## config.mk

```make
export PLATFORM = sky130hd
export DESIGN_NAME = conv_job_sequencer_flat
export DESIGN_NICKNAME = d
export VERILOG_FILES = /design/src/rtl/conv_job_sequencer_if.sv /design/src/rtl/conv_job_sequencer.sv /design/src/flat_wrapper.sv
export SDC_FILE = /design/constraint.sdc
export NUM_CORES = 1
export LEC_CHECK = 0
export BUFFER_PORTS_ARGS = -buffer_cell sky130_fd_sc_hd__buf_2
export CORE_AREA = 2 2 272 274
export DETAILED_ROUTE_END_ITERATION = 8
export DIE_AREA = 0 0 274 276
export GPL_ROUTABILITY_DRIVEN = 0
export HOLD_SLACK_MARGIN = 0.15
export SETUP_SLACK_MARGIN = 0.02
export SYNTH_ARGS = -nofsm -noshare
export SYNTH_HDL_FRONTEND = slang
export SYNTH_SLANG_ARGS = --single-unit
```

## constraint.sdc

```tcl
create_clock -name clk -period 2.71 [get_ports clk]
set_input_delay 0 -clock clk [delete_from_list [all_inputs] [get_ports clk]]
set_output_delay 0 -clock clk [all_outputs]
set_load 0.02 [all_outputs]
```

## src/rtl/conv_job_sequencer_if.sv

```systemverilog
// Word-stream input and result output handshakes of the convolution job sequencer.
interface conv_job_sequencer_if #(
  parameter int unsigned DATA_WIDTH = 32,
  parameter int unsigned CHANNELS   = 1
);
  logic                   s_valid;
  logic                   s_ready;
  logic [DATA_WIDTH-1:0]  s_data;
  logic                   s_sel;
  logic                   m_valid;
  logic                   m_ready;
  logic [CHANNELS*32-1:0] m_data;
  logic                   m_err;

  // Host side: produces words, consumes results
  modport master (
    output s_valid, s_data, s_sel, m_ready,
    input  s_ready, m_valid, m_data, m_err
  );

  // Sequencer side
  modport slave (
    input  s_valid, s_data, s_sel, m_ready,
    output s_ready, m_valid, m_data, m_err
  );
endinterface

```

## src/rtl/conv_job_sequencer.sv

```systemverilog
// Convolution job sequencer: assembles weight/pixel banks, fires the M.A.,
// waits for all channels' accumulate-ready and returns the sums (or a timeout).
module conv_job_sequencer #(
  parameter int unsigned DATA_WIDTH  = 32,
  parameter int unsigned KERNEL_SIZE = 3,
  parameter int unsigned CHANNELS    = 1,
  parameter int unsigned TIMEOUT     = 1024,
  localparam int unsigned TAPS       = KERNEL_SIZE * KERNEL_SIZE,
  localparam int unsigned N          = CHANNELS * TAPS
) (
  input  logic                     clk,
  input  logic                     rst_n,
  conv_job_sequencer_if.slave      bus,
  output logic [N*DATA_WIDTH-1:0]  multiplier_out,
  output logic [N*DATA_WIDTH-1:0]  multiplicand_out,
  output logic [TAPS-1:0]          mstart,
  input  logic [CHANNELS*32-1:0]   c_sum,
  input  logic [CHANNELS-1:0]      c_ready,
  output logic                     busy,
  output logic                     weights_loaded,
  output logic                     err_timeout,
  input  logic                     clr_err
);

  localparam int unsigned CW = $clog2(N + 1);
  localparam int unsigned TW = $clog2(TIMEOUT);

  typedef enum logic [1:0] {IDLE, FIRE, WAIT, HOLD} state_t;

  state_t        state;
  logic [CW-1:0] w_cnt;
  logic [CW-1:0] p_cnt;
  logic [CW-1:0] w_idx;
  logic [TW-1:0] wait_cnt;
  logic          accept;
  logic          capture;
  logic          expire;
  logic          result_taken;

  // A full pixel bank blocks only pixel words; weights may still stream in
  assign bus.s_ready  = (state == IDLE) && !(!bus.s_sel && (p_cnt == CW'(N)));
  assign accept       = bus.s_valid && bus.s_ready;
  // A weight word arriving on a complete bank restarts the reload at index 0
  assign w_idx        = weights_loaded ? '0 : w_cnt;
  // First WAIT cycle is skipped: the M.A. still shows the stale ready then
  assign capture      = (state == WAIT) && (wait_cnt != '0) && (&c_ready);
  assign expire       = (state == WAIT) && !capture && (wait_cnt == TW'(TIMEOUT - 1));
  assign result_taken = (state == HOLD) && bus.m_ready;

  // Bank assembly: accepted words land at their counter index
  always_ff @(posedge clk or negedge rst_n) begin
    if (!rst_n) begin
      multiplier_out   <= '0;
      multiplicand_out <= '0;
      w_cnt            <= '0;
      p_cnt            <= '0;
      weights_loaded   <= 1'b0;
    end else begin
      if (accept && bus.s_sel) begin
        for (int i = 0; i < int'(N); i++) begin
          if (w_idx == CW'(i)) multiplicand_out[i*DATA_WIDTH +: DATA_WIDTH] <= bus.s_data;
        end
        w_cnt          <= w_idx + CW'(1);
        weights_loaded <= (w_idx == CW'(N - 1));
      end
      if (accept && !bus.s_sel) begin
        for (int i = 0; i < int'(N); i++) begin
          if (p_cnt == CW'(i)) multiplier_out[i*DATA_WIDTH +: DATA_WIDTH] <= bus.s_data;
        end
        p_cnt <= p_cnt + CW'(1);
      end
      if (result_taken) p_cnt <= '0;
    end
  end

  // Job control: fire, wait for ready or timeout, hold the result until taken
  always_ff @(posedge clk or negedge rst_n) begin
    if (!rst_n) begin
      state       <= IDLE;
      wait_cnt    <= '0;
      mstart      <= '0;
      bus.m_valid <= 1'b0;
      bus.m_data  <= '0;
      bus.m_err   <= 1'b0;
      busy        <= 1'b0;
      err_timeout <= 1'b0;
    end else begin
      // A timeout in the same cycle overrides the clear below
      if (clr_err) err_timeout <= 1'b0;
      case (state)
        IDLE: begin
          if ((p_cnt == CW'(N)) && weights_loaded) begin
            state  <= FIRE;
            mstart <= '1;
            busy   <= 1'b1;
          end
        end
        FIRE: begin
          state    <= WAIT;
          mstart   <= '0;
          wait_cnt <= '0;
        end
        WAIT: begin
          if (capture) begin
            bus.m_data  <= c_sum;
            bus.m_err   <= 1'b0;
            bus.m_valid <= 1'b1;
            state       <= HOLD;
          end else if (expire) begin
            bus.m_data  <= '0;
            bus.m_err   <= 1'b1;
            bus.m_valid <= 1'b1;
            err_timeout <= 1'b1;
            state       <= HOLD;
          end else begin
            wait_cnt <= wait_cnt + TW'(1);
          end
        end
        HOLD: begin
          if (bus.m_ready) begin
            bus.m_valid <= 1'b0;
            busy        <= 1'b0;
            state       <= IDLE;
          end
        end
        default: state <= IDLE;
      endcase
    end
  end

endmodule

```

## src/flat_wrapper.sv

```systemverilog
// flat-port wrapper written by rule: the top's interface ports become plain ports
module conv_job_sequencer_flat 
#(
  parameter int unsigned DATA_WIDTH  = 32,
  parameter int unsigned KERNEL_SIZE = 3,
  parameter int unsigned CHANNELS    = 1,
  parameter int unsigned TIMEOUT     = 1024,
  localparam int unsigned TAPS       = KERNEL_SIZE * KERNEL_SIZE,
  localparam int unsigned N          = CHANNELS * TAPS
)
  (clk, rst_n, multiplier_out, multiplicand_out, mstart, c_sum, c_ready, busy, weights_loaded, err_timeout, clr_err, bus_s_valid, bus_s_data, bus_s_sel, bus_m_ready, bus_s_ready, bus_m_valid, bus_m_data, bus_m_err);
  conv_job_sequencer_if #(.DATA_WIDTH(DATA_WIDTH), .CHANNELS(CHANNELS)) bus_i ();
  input  logic clk;
  input  logic rst_n;
  output logic [N*DATA_WIDTH-1:0] multiplier_out;
  output logic [N*DATA_WIDTH-1:0] multiplicand_out;
  output logic [TAPS-1:0] mstart;
  input  logic [CHANNELS*32-1:0] c_sum;
  input  logic [CHANNELS-1:0] c_ready;
  output logic busy;
  output logic weights_loaded;
  output logic err_timeout;
  input  logic clr_err;
  input wire logic [$bits(bus_i.s_valid)-1:0] bus_s_valid;
  input wire logic [$bits(bus_i.s_data)-1:0] bus_s_data;
  input wire logic [$bits(bus_i.s_sel)-1:0] bus_s_sel;
  input wire logic [$bits(bus_i.m_ready)-1:0] bus_m_ready;
  output wire logic [$bits(bus_i.s_ready)-1:0] bus_s_ready;
  output wire logic [$bits(bus_i.m_valid)-1:0] bus_m_valid;
  output wire logic [$bits(bus_i.m_data)-1:0] bus_m_data;
  output wire logic [$bits(bus_i.m_err)-1:0] bus_m_err;
  assign bus_i.s_valid = bus_s_valid;
  assign bus_i.s_data = bus_s_data;
  assign bus_i.s_sel = bus_s_sel;
  assign bus_i.m_ready = bus_m_ready;
  assign bus_s_ready = bus_i.s_ready;
  assign bus_m_valid = bus_i.m_valid;
  assign bus_m_data = bus_i.m_data;
  assign bus_m_err = bus_i.m_err;
  conv_job_sequencer #(.DATA_WIDTH(DATA_WIDTH), .KERNEL_SIZE(KERNEL_SIZE), .CHANNELS(CHANNELS), .TIMEOUT(TIMEOUT)) u_core (.clk(clk), .rst_n(rst_n), .bus(bus_i), .multiplier_out(multiplier_out), .multiplicand_out(multiplicand_out), .mstart(mstart), .c_sum(c_sum), .c_ready(c_ready), .busy(busy), .weights_loaded(weights_loaded), .err_timeout(err_timeout), .clr_err(clr_err));
endmodule
```

== Word level (Yosys, flattened, before mapping) ==
Cells that the tools add are included.

* Add/subtract/negate cells: 3
* Equal/unequal tests: 26
* Mux-type cells: 26
* Reductions and logical operators: 48

{| class="wikitable"
|+ Operators by type and width
! operator !! count
|-
| 32-bit two-way mux || 2
|-
| 2-bit AND reduction || 20
|-
| 4-bit by 3-bit == test with 1-bit output (second input constant) || 8
|-
| 10-bit two-way mux || 2
|-
| 10-bit case mux with 2 select lines || 1
|-
| 9-bit case mux with 2 select lines || 1
|-
| 4-bit by 2-bit == test with 1-bit output (second input constant) || 4
|-
| 4-bit == test (second input constant) || 3
|-
| 4-bit two-way mux || 3
|-
| 3-bit AND reduction || 4
|-
| 2-bit nonzero test || 6
|-
| 1-bit logical AND || 11
|-
| 10-bit by 1-bit adder with 10-bit output (second input constant) || 1
|-
| 10-bit == test (second input constant) || 1
|-
| 10-bit nonzero test || 1
|-
| 1-bit two-way mux || 9
|-
| 9-bit two-way mux || 1
|-
| 4-bit by 1-bit adder with 4-bit output (second input constant) || 2
|-
| 4-bit by 1-bit == test with 1-bit output (second input constant) || 2
|-
| 4-bit zero test || 2
|-
| 2-bit two-way mux || 4
|-
| 2-bit inequality test (second input constant) || 4
|-
| 2-bit case mux with 4 select lines || 1
|-
| 2-bit == test (second input constant) || 2
|-
| 5 further kinds || 8
|}

* Register bits after elaboration: 642
* Input bits: 71
* Output and inout bits: 623
* Word-level logic and storage cells: 132

== Depth between registers and ports, before layout ==
Gate-level depths: netlist of run 1.

* Word-level depth: 9
* Mapped depth: 9
* Depth with buffers taken out: 6

== Worst setup path after synthesis of run 1 ==
Ideal clock, no wire load.

* Kind: reg-to-reg
* From: register u_core.state[0]
* To: register u_core.multiplier_out[257]
* Setup time: 0.125 ns
* Arrival: 2.278 ns
* Required time: 2.585 ns
* Slack: 0.307 ns
* Stages on the path, launching flop included: 10
* Path buffers: 3
* Clock period less this slack: 2.403 ns
* Cell sequence: dfrtp_1 > inv_1 > ha_1 > clkbuf_1 > nand2_1 > nor3b_1 > and4b_1 > clkbuf_1 > buf_2 > mux2_2

* Longest elaborated chain between the ends: 5

{| class="wikitable"
|+ Ends and longest elaborated chain
! what !! RTL line !! text
|-
| from (decl) || conv_job_sequencer.sv:30 || <nowiki>state_t state;</nowiki>
|-
| from (signal assigned) || conv_job_sequencer.sv:79 || <nowiki>state <= IDLE;</nowiki>
|-
| from (signal assigned) || conv_job_sequencer.sv:93 || <nowiki>state <= FIRE;</nowiki>
|-
| from (signal assigned) || conv_job_sequencer.sv:99 || <nowiki>state <= WAIT;</nowiki>
|-
| 2-bit zero test || conv_job_sequencer.sv:41 || <nowiki>assign bus.s_ready = (state == IDLE) && !(!bus.s_sel && (p_cnt == CW'(N)));</nowiki>
|-
| 1-bit logical AND || conv_job_sequencer.sv:41 ||
|-
| 1-bit logical AND || conv_job_sequencer.sv:42 || <nowiki>assign accept = bus.s_valid && bus.s_ready;</nowiki>
|-
| 1-bit logical AND || conv_job_sequencer.sv:66 || <nowiki>if (accept && !bus.s_sel) begin</nowiki>
|-
| 2-bit AND reduction (no source line) || -- ||
|-
| to (signal, indexed assignment) || conv_job_sequencer.sv:68 || <nowiki>if (p_cnt == CW'(i)) multiplier_out[i*DATA_WIDTH +: DATA_WIDTH] <= bus.s_data;</nowiki>
|-
| to (decl) || conv_job_sequencer.sv:14 || <nowiki>output logic [N*DATA_WIDTH-1:0] multiplier_out,</nowiki>
|}

Every way passes these cells.
A chain may end at the register's enable or synchronous reset.

== Worst setup path after layout of run 1 ==
* From: register u_core.wait_cnt[0]
* To: register u_core.err_timeout

* Longest elaborated chain between the ends: 9
* Elaborated cells between the ends (all ways): 10
* Classes of those cells: 1 x eq/ne; 3 x mux; 6 x reduce/logical

{| class="wikitable"
|+ Ends and longest elaborated chain
! what !! RTL line !! text
|-
| from (decl) || conv_job_sequencer.sv:34 || <nowiki>logic [TW-1:0] wait_cnt;</nowiki>
|-
| from (signal assigned) || conv_job_sequencer.sv:116 || <nowiki>wait_cnt <= wait_cnt + TW'(1);</nowiki>
|-
| 10-bit nonzero test || conv_job_sequencer.sv:46 || <nowiki>assign capture = (state == WAIT) && (wait_cnt != '0) && (&c_ready);</nowiki>
|-
| 1-bit logical AND (2 in series) || conv_job_sequencer.sv:46 ||
|-
| 1-bit zero test || conv_job_sequencer.sv:47 || <nowiki>assign expire = (state == WAIT) && !capture && (wait_cnt == TW'(TIMEOUT - 1));</nowiki>
|-
| 1-bit logical AND (2 in series) || conv_job_sequencer.sv:47 ||
|-
| 1-bit two-way mux || conv_job_sequencer.sv:109 || <nowiki>end else if (expire) begin</nowiki>
|-
| 1-bit two-way mux (*) || conv_job_sequencer.sv:104 || <nowiki>if (capture) begin</nowiki>
|-
| 1-bit two-way mux (*) || conv_job_sequencer.sv:90 || <nowiki>case (state)</nowiki>
|-
| to (signal assigned) || conv_job_sequencer.sv:86 || <nowiki>err_timeout <= 1'b0;</nowiki>
|-
| to (signal assigned) || conv_job_sequencer.sv:89 || <nowiki>if (clr_err) err_timeout <= 1'b0;</nowiki>
|-
| to (signal assigned) || conv_job_sequencer.sv:113 || <nowiki>err_timeout <= 1'b1;</nowiki>
|-
| to (decl) || conv_job_sequencer.sv:21 || <nowiki>output logic err_timeout,</nowiki>
|}

Mark *: on every way between the ends. The rest lies on a longest branch, timed or not.

==> results.py, run 1 <==
metrics = {
    "place": {
        "port_buffers": 693,
        "dp_hpwl_mm": 53.5,
    },
    "synthesis": {
        "yosysWarnings": 0,
        "synth_top_area_cell": "dfrtp_1",
        "async_reset_ff_share_pct": 100,
        "synth.top_cell.area_share_pct": 65.6,
        "synth_nets": 1608,
        "yosysMostFrequentCell": "dfrtp_1",
        "postSynthAreaPerCell_um2": 15.9,
        "synth_cells": 1522,
        "synth_edf_count": 0,
        "synth_area_um2": 24200,
        "synth-seq-cells": 634,
        "yosysUniqueCellTypes": 51,
        "synthTopCellsByCount": "634 x dfrtp_1, 576 x mux2_2, 48 x buf_1",
        "ys_seq_area_share_pct": 65.6,
        "synth_ff_type": "dfrtp_1",
        "yosys-top-cells-area": "dfrtp_1 66%, mux2_2 27%, a22o_1 1.3%",
    },
    "detailed_routing": {
        "vias_per_cell": 4.85,
        "drt_first_pass_iters": 5,
        "wl_per_cell_um": 23.6,
        "drt-total-wl_mm": 79.1,
        "drt_iter0_markers": 850,
        "ant_nets": 0,
        "vias": 16300,
        "post-route-drc-count": 0,
    },
    "final_layout": {
        "multi_input_area_um2": 7850,
        "fin_util_pct": 44.7,
        "nFillCells": 6649,
        "layout.nets": 2420,
        "area_growth_pct": 34.1,
        "regArea_um2": 15900,
        "layout-drive-gt1-share_pct": 61.0,
    },
    "global_route": {
        "grt_pass1_wl_mm": 117,
        "grt_antenna_before_repair": 2,
        "grt_max_degree": 69,
        "grt_pass1_vias": 17100,
        "grt_overflow": 0,
        "grt_usage_pct": 20.7,
    },
    "clock_tree": {
        "cts_tree": "built",
        "cts_setup_buffers": 0,
        "insertion_delay_ps": 600,
        "clock_sinks": 634,
        "cts_max_path_buffers": 3,
        "post_cts_resized": 0,
        "clk_pin_slew_ps": 60,
        "cts_hold_buffers": 102,
        "numCtsBuffers": 72,
        "root_buffer": "clkbuf_16",
        "h-tree-depth": 3,
    },
    "setup_path": {
        "path_max_fanout": 9,
        "critPathKind": "flop to flop",
        "start_kind": "flop",
        "end_kind": "flop",
        "cp.arrival_ps": 3100,
        "required_ps": 3250,
    },
    "sta": {
        "slew_viol_final": 0,
        "tns_ps": 0,
        "skew_ps": 26.3,
        "rsz0062_at_grt": "no",
        "slew_headroom_pct": 12.1,
        "period_needed_ps": 2560,
        "min_period_over_period_pct": 94.5,
        "setup_viol": 0,
        "max_freq_mhz": 390,
        "tightestPinTransition_ps": 1320,
        "finalHoldViolCount": 0,
    },
    "floorplanning": {
        "die_w_um": 274,
        "die-area_um2": 75600,
        "ioPinCount": 694,
        "die_y_um": 276,
        "coreArea_um2": 72600,
        "start_util_pct": 33.3,
        "rows": 99,
    },
    "power_and_ir_drop": {
        "p_per_area_nw_per_um2": 857,
        "p_leak_uw": 0.0182,
        "ir_drop_v": 0.000536,
        "p_total_uw": 27800,
    },
    "outcome": {
        "status": "complete, no violations",
    },
    "hold_path": {
        "worstHoldPathType": "input pin to async pin",
    },
    "job": {
        "drv_cap": 0,
    },
}
==> placed cells by master (no fill, tap or decap), types with 3 or more instances in the layout <==
master	count
buf_2	692
dfrtp_1	634
mux2_2	576
dlygate4sd3_1	101
clkbuf_16	74
buf_4	36
a22o_1	35
nand2_1	25
clkbuf_8	19
nand2_2	16
ha_1	15
clkbuf_1	15
buf_12	15
inv_1	13
nor2_1	10
nand3_1	10
o21ai_0	9
a21oi_1	9
clkinv_2	9
nor3_1	5
or4_1	4
nor4_1	3
nand4_1	3
xnor2_1	3
nand2b_1	3
a31oi_1	3
==> where the power goes <==
part	internal (uW)	switching [uW]	total [uW]
Combinational	2440	3930	6370
Clock	5760	3970	9730
Sequential	10900	788	11700
==> critical path, stage by stage, from the launching register on <==
cell           delay (ps)
dfrtp_1               430
inv_1                 100
ha_1                  140
or3b_2                480
o41a_1                460
o32ai_1               300
dlygate4sd3_1         590
==> area by class of cell <==
type                       instances  share of cell area (%)
timing repair buffer             846                    15.7
antenna                            1                 0.00772
sequential                       634                    48.9
inverter                          14                   0.162
multi-input combinational        766                    24.2
clock buffer                     108                    6.69
tap                              959                    3.70
clock inverter                    20                   0.652
==> worst paths after layout <==
| path | slack, ps | from | depth (start not counted) | to |
|---|---|---|---|---|
| min | 170 | rst_n | 3 | u_core.multiplier_out[259] |
| min in group clk | 190 | c_sum[6] | 3 | u_core.bus.m_data[6] |
| max in group asynchronous | 2050 | rst_n | 3 | u_core.multiplier_out[211] |
| max reg2reg | 150 | u_core.wait_cnt[0] | 6 | u_core.err_timeout |
| max | 150 | u_core.wait_cnt[0] | 6 | u_core.err_timeout |
| min reg2reg | 500 | u_core.multiplier_out[132] | 1 | u_core.multiplier_out[132] |
==> cell families after synthesis <==
kind of cell / Yosys count / share of synthesized area, %
adder cells (fa/ha/maj): 15 / 0.776
flip-flops: 634 / 65.6
buffers and inverters: 122 / 2.14
AND/OR/NAND/NOR: 96 / 2.02
AO/OA/AOI/OAI: 74 / 2.45
multiplexers: 578 / 26.9
XOR/XNOR: 3 / 0.109
==> layer usage <==
| metal | vias up | share of wire, % | global-route usage (%) |
|---|---|---|---|
| met1 | 8523 | 39 | 24.4 |
| met3 | 154 | 6.5 | 5.70 |
| li1 | 7029 | - | - |
| met2 | 545 | 51 | 35.9 |
| met5 | - | 0 | 0 |
| met4 | 0 | 3.4 | 7.27 |
==> metrics by stage <==
stage          hold WS [ps]  cell area [um2]  setup WS (ps)  std cells
2_1_floorplan          -296            24200            307       1522
3_3_place_gp           36.8            29000            402       3117
3_5_place_dp           36.8            29000            307       3117
4_1_cts                 153            32400            189       3347
5_1_grt                 166            32400           27.5       3348
6_report                173            32400            149       3348
==> sequential cells by signal (all words and copies together) (netlist names) <==
name                     flops
u_core.bus.m_err             1
u_core.err_timeout           1
u_core.wait_cnt             10
u_core.bus.m_data           32
u_core.bus.m_valid           1
u_core.state                 2
u_core.p_cnt                 4
u_core.multiplicand_out    288
u_core.w_cnt                 4
u_core.multiplier_out      288
u_core.mstart                1
u_core.weights_loaded        1
u_core.busy                  1
No activity file was read; power rests on OpenSTA's default activity.
==> inputs of run 2 (changes only) <==
Clock period 2.71 ns to 2.1 ns, I/O delays scaled along.
==> run 2 against run 1 <==
  * The flow now finishes with violations (negative setup slack)
  * Sequential share of layout area fell by 0.85 points
  * Clock skew rose by 10 ps
  * Combinational power rose by 35%
  * Cell count rose by 1.0%
  * Critical path depth fell by 1
  * Die area did not move
  * Worst setup slack got worse by 180 ps
  * Sequential cell count did not move
  * Critical path type unchanged
  * Critical endpoint is now u_core.wait_cnt[7]
  * Largest cell class unchanged
  * Highest routed layer unchanged
==> results.py, run 2 (synthesis gave the netlist of run 1 again) <==
metrics = {
    "setup_path": {
        "rr_startpoint": "u_core.wait_cnt[6]",
        "critPathKind": "flop to flop",
        "critPathBufInv": 1,
        "end_kind": "flop",
        "required_ps": 2580,
        "critPathTopFamily": "simple AND/OR/NAND/NOR gates",
        "critPathLaunch": "u_core.wait_cnt[6]",
        "cp.arrival_ps": 2600,
        "path_max_fanout": 6,
        "rr_endpoint": "u_core.wait_cnt[7]",
        "crit_cells": 5,
        "start_kind": "flop",
        "r2r_setup_slack_ps": -30,
        "rr_worst_depth": 5,
        "slowest_stage": "or4_4",
        "crit_chain": "or4_4, o41a_1, buf_4, nor4_2, o21ai_1",
        "timing.critical_path.slowest_cell_delay_ps": 560,
    },
    "global_route": {
        "grt_pass1_vias": 17200,
        "grt_overflow": 0,
        "grt_max_degree": 102,
        "grt_pass1_wl_mm": 114,
        "grt_antenna_before_repair": 1,
        "grt_usage_pct": 20.1,
    },
    "floorplanning": {
        "ioPinCount": 694,
        "coreArea_um2": 72600,
        "start_util_pct": 33.3,
        "die_w_um": 274,
        "die-area_um2": 75600,
        "rows": 99,
        "die_y_um": 276,
    },
    "detailed_routing": {
        "drt_iter0_markers": 699,
        "drt-total-wl_mm": 77.9,
        "vias": 16300,
        "post-route-drc-count": 0,
        "ant_nets": 0,
        "wl_per_cell_um": 23.0,
        "drt_first_pass_iters": 4,
        "vias_per_cell": 4.80,
    },
    "clock_tree": {
        "cts_tree": "built",
        "root_buffer": "clkbuf_16",
        "clock_sinks": 634,
        "numCtsBuffers": 70,
        "h-tree-depth": 3,
        "insertion_delay_ps": 610,
        "clk_pin_slew_ps": 60,
        "cts_max_path_buffers": 3,
    },
    "sta": {
        "slew_headroom_pct": 62.4,
        "setup_viol": 3,
        "skew_ps": 36.8,
        "min_period_over_period_pct": 101,
        "whs_ps": 257,
        "setup_slack_ps": -26.9,
        "rsz0062_at_grt": "yes",
        "slew_viol_final": 0,
        "tightestPinTransition_ps": 564,
        "period_needed_ps": 2130,
        "finalHoldViolCount": 0,
        "max_freq_mhz": 470,
    },
    "final_layout": {
        "layout_common_cells": "692 x buf_2, 634 x dfrtp_1, 576 x mux2_2",
        "area_growth_pct": 36.5,
        "layout-drive-gt1-share_pct": 62.0,
        "fin_util_pct": 45.5,
        "final_common_cell": "buf_2",
        "layout.nets": 2460,
        "top_regs": "u_core.multiplicand_out (288), u_core.multiplier_out (288), u_core.bus.m_data (32)",
    },
    "outcome": {
        "status": "finished, violations left",
        "violations": "negative setup slack",
    },
    "place": {
        "dp_hpwl_mm": 53.9,
        "dp_slack_ps": -56.2,
        "port_buffers": 693,
    },
    "hold_path": {
        "hold_start": "bus_m_ready",
        "hold_path_depth": 3,
        "worstHoldEndpoint": "u_core.p_cnt[3]",
        "worstHoldPathType": "input pin to flop",
    },
    "power_and_ir_drop": {
        "p_leak_uw": 0.0184,
        "p_per_area_nw_per_um2": 1090,
        "ir_drop_v": 0.000645,
    },
    "job": {
        "drv_cap": 0,
    },
}
run 2: cell count changes in the layout (fill, tap and decap cells not counted), sizes merged:
cell         before  now
inv              17   14
clkinv           13   16
clkbuf          108  100
bufinv            2    4
buf             745  782
dlygate4sd3     101  104
run 2: layout make-up:
type                            count  area [um2]
Clock buffer                       98        2020
Sequential cell                   634       15900
Multi-Input combinational cell    766        7900
Clock inverter                     22         332
Antenna cell                        1        2.50
Timing Repair Buffer              888        5630
Fill cell                        6487       39600
Inverter                           14        52.6
Tap cell                          959        1200
run 2: worst max path at each step:
stage / end / slack, ps
2_1_floorplan: u_core.multiplicand_out[258] / 30
3_3_place_gp: u_core.wait_cnt[3] / -20
3_5_place_dp: u_core.wait_cnt[0] / -60
4_1_cts: u_core.bus.m_data[6] / 4
5_1_grt: u_core.bus.m_data[6] / -100
6_report: u_core.wait_cnt[7] / -30
run 2: where the power goes:
group / switching [uW] / total, uW / leakage, uW / internal [uW]
clock network: 5030 / 12300 / 0.00114 / 7280
registers: 1000 / 15100 / 0.00864 / 14100
logic: 5210 / 8610 / 0.00865 / 3400
run 2: through the flow:
stage	instances	setup TNS, ps	total power, uW	area (um2)
after floorplan	1522	0	20000	24200
after global placement	3147	-34.1	23400	29400
after detailed placement	3147	-1090	23600	29400
after CTS	3373	0	36300	32800
after global routing	3381	-1830	37700	33000
final	3382	-61.0	36000	33000
run 2: what timing repair did:
action                                  CTS  global route
gates resized for setup                   1            13
endpoints found under the hold margin  1267             0
gates cloned                              0             3
pin swaps                                 3             5
setup endpoints to repair                35           195
setup buffers                             1             5
hold buffers                            105             0
run 2: worst reg2reg max path, stage by stage (launching register included):
cell	delay, ps
dfrtp_1	390
or4_4	560
o41a_1	480
buf_4	190
nor4_2	300
o21ai_1	110
run 2: layer usage:
metal / track usage (%) / part of all wire [%] / routed length (um) / up-vias
li1: - / - / - / 7115
met1: 24.3 / 40 / 31400 / 8454
met2: 35.0 / 50 / 39200 / 540
met3: 4.80 / 6.1 / 4790 / 141
met4: 6.61 / 3.2 / 2470 / 0
met5: 0 / 0 / 0 / -
==> inputs of run 3 (changes only) <==
Settings changed: CELL_PAD_IN_SITES_DETAIL_PLACEMENT set to 1, CELL_PAD_IN_SITES_GLOBAL_PLACEMENT set to 2, CORE_AREA 2 2 272 274 to not set, CORE_UTILIZATION set to 32, DIE_AREA 0 0 274 276 to not set, PLACE_DENSITY_LB_ADDON set to 0.1.
==> run 3 against run 2 <==
  * The flow still finishes with violations (negative setup slack)
  * Sequential power about the same
  * Register-to-register slack got worse by 50 ps
  * Clock skew decreased by 4.2 ps
  * Final area increased by 0.27%
  * Count of clock-buffer cells in the layout increased by 13
  * Wire length increased by 16%
  * Critical path depth increased by 1
  * Maximum frequency decreased by 2.2%
  * Largest cell class unchanged
  * Largest power group unchanged
  * Highest routed layer unchanged
==> results.py, run 3 (synthesis gave the netlist of run 1 again) <==
metrics = {
    "job": {
        "drv_cap": 0,
    },
    "detailed_routing": {
        "post-route-drc-count": 0,
        "drt_first_pass_iters": 4,
        "vias": 16400,
        "top_layer": "met4",
        "wl_per_cell_um": 26.7,
        "drt-total-wl_mm": 90.7,
        "vias_per_cell": 4.82,
        "drt_iter0_markers": 555,
        "wl_met3_mm": 6.21,
        "ant_nets": 0,
        "wl_met2_mm": 44.9,
        "wl_met1_mm": 36.5,
    },
    "setup_path": {
        "rr_worst_depth": 6,
        "critPathKind": "flop to flop",
        "r2r_setup_slack_ps": -70,
        "cp.arrival_ps": 2710,
        "rr_endpoint": "u_core.wait_cnt[0]",
        "start_kind": "flop",
        "end_kind": "flop",
        "required_ps": 2630,
        "rr_startpoint": "u_core.wait_cnt[6]",
        "path_max_fanout": 5,
    },
    "sta": {
        "tightestPinTransition_ps": 603,
        "finalHoldViolCount": 0,
        "max_freq_mhz": 460,
        "rsz0062_at_grt": "yes",
        "min_period_over_period_pct": 104,
        "setup_viol": 35,
        "slew_viol_final": 0,
        "tns_ps": -1620,
        "period_needed_ps": 2170,
        "setup_slack_ps": -74.7,
        "skew_ps": 32.5,
        "slew_headroom_pct": 59.8,
        "whs_ps": 159,
    },
    "floorplanning": {
        "die_y_um": 277,
        "rows": 100,
        "ioPinCount": 694,
        "start_util_pct": 32.4,
        "die_w_um": 277,
        "die-area_um2": 76700,
        "coreArea_um2": 74600,
    },
    "clock_tree": {
        "clock_sinks": 634,
        "insertion_delay_ps": 630,
        "h-tree-depth": 3,
        "cts_tree": "built",
        "root_buffer": "clkbuf_16",
        "numCtsBuffers": 73,
        "cts_max_path_buffers": 3,
        "clk_pin_slew_ps": 60,
    },
    "power_and_ir_drop": {
        "p_total_uw": 37000,
        "p_leak_uw": 0.0184,
        "ir_drop_v": 0.000658,
        "p_per_area_nw_per_um2": 1120,
    },
    "global_route": {
        "grt_antenna_before_repair": 0,
        "grt_overflow": 0,
        "grt_usage_pct": 23.5,
        "grt_pass1_vias": 17900,
        "grt_pass1_wl_mm": 132,
        "grt_max_degree": 92,
    },
    "hold_path": {
        "worstHoldPathType": "input pin to flop",
        "hold_start": "c_sum[12]",
        "hold_path_depth": 3,
        "worstHoldEndpoint": "u_core.bus.m_data[12]",
    },
    "final_layout": {
        "layout.nets": 2456,
        "layout_common_cells": "692 x buf_2, 633 x dfrtp_1, 576 x mux2_2",
        "top_regs": "u_core.multiplicand_out (288), u_core.multiplier_out (288), u_core.bus.m_data (32)",
        "fin_cells": 3398,
        "area_growth_pct": 36.8,
        "layout-drive-gt1-share_pct": 62.5,
        "final_common_cell": "buf_2",
    },
    "outcome": {
        "violations": "negative setup slack",
        "status": "finished, violations left",
    },
    "place": {
        "dp_hpwl_mm": 61.6,
        "port_buffers": 693,
        "place_inst": 3155,
    },
}
-- run 3: changes by cell type in the layout (fill, tap and decap cells not counted), moves of 3 or more --
cell / before / now
clkbuf_1: 13 / 22
dlygate4sd3_1: 104 / 94
buf_12: 31 / 26
clkbuf_16: 73 / 78
clkinv_16: 3 / 0
buf_4: 56 / 60
-- run 3: critical path, stage by stage, from the launching register on --
cell	delay, ps
dfrtp_2	430
or4_4	530
o41a_1	470
buf_4	170
buf_6	130
nor4_4	210
a311o_1	160
-- run 3: stage by stage --
stage / utilization (%) / cell area (um2) / setup slack, ps
floorplan: - / 24200 / 26.1
global placement: 39.4 / 29400 / -18.4
detailed placement: 39.4 / 29400 / -67.5
CTS: 43.9 / 32800 / -24.7
global route: 44.4 / 33100 / -132
finish: 44.4 / 33100 / -74.7
-- run 3: report_power, final --
part / leakage [uW] / total (uW) / switching [uW] / internal, uW
combinational: 0.00863 / 9100 / 5600 / 3500
clock: 0.00118 / 12800 / 5230 / 7570
sequential: 0.00863 / 15100 / 1010 / 14100
total: 0.0184 / 37000 / 11800 / 25200
-- run 3: worst max path at each step --
stage	startpoint	endpoint	slack [ps]	cells after the start
floorplan	u_core.weights_loaded	u_core.multiplicand_out[258]	30	6
global route	u_core.wait_cnt[6]	u_core.bus.m_data[22]	-130	5
global placement	u_core.wait_cnt[0]	u_core.wait_cnt[0]	-20	7
detailed placement	u_core.wait_cnt[0]	u_core.wait_cnt[0]	-70	7
finish	u_core.wait_cnt[6]	u_core.wait_cnt[0]	-70	6
CTS	u_core.wait_cnt[0]	u_core.bus.m_data[17]	-20	7
-- run 3: repair_timing --
action	in CTS	in global routing
cloned	0	6
pin swaps	0	15
gates resized for setup	4	30
buffers inserted	0	8
endpoints found under the hold margin	1267	0
setup endpoints to repair	75	152
hold buffers	95	0
-- run 3: layout make-up --
class / instances / area, um2
antenna: 2 / 5.00
clock buffer: 111 / 2140
clock inverter: 21 / 264
fill: 7637 / 41500
inverter: 14 / 52.6
multi-input combinational: 766 / 8000
sequential: 634 / 15900
tap: 969 / 1210
timing repair buffer: 881 / 5550
-- run 3: layer usage --
layer	vias to the layer above	global-route usage [%]
met4	0	8.43
met5	-	0
met2	513	39.5
li1	7113	-
met1	8609	28.7
met3	131	6.57
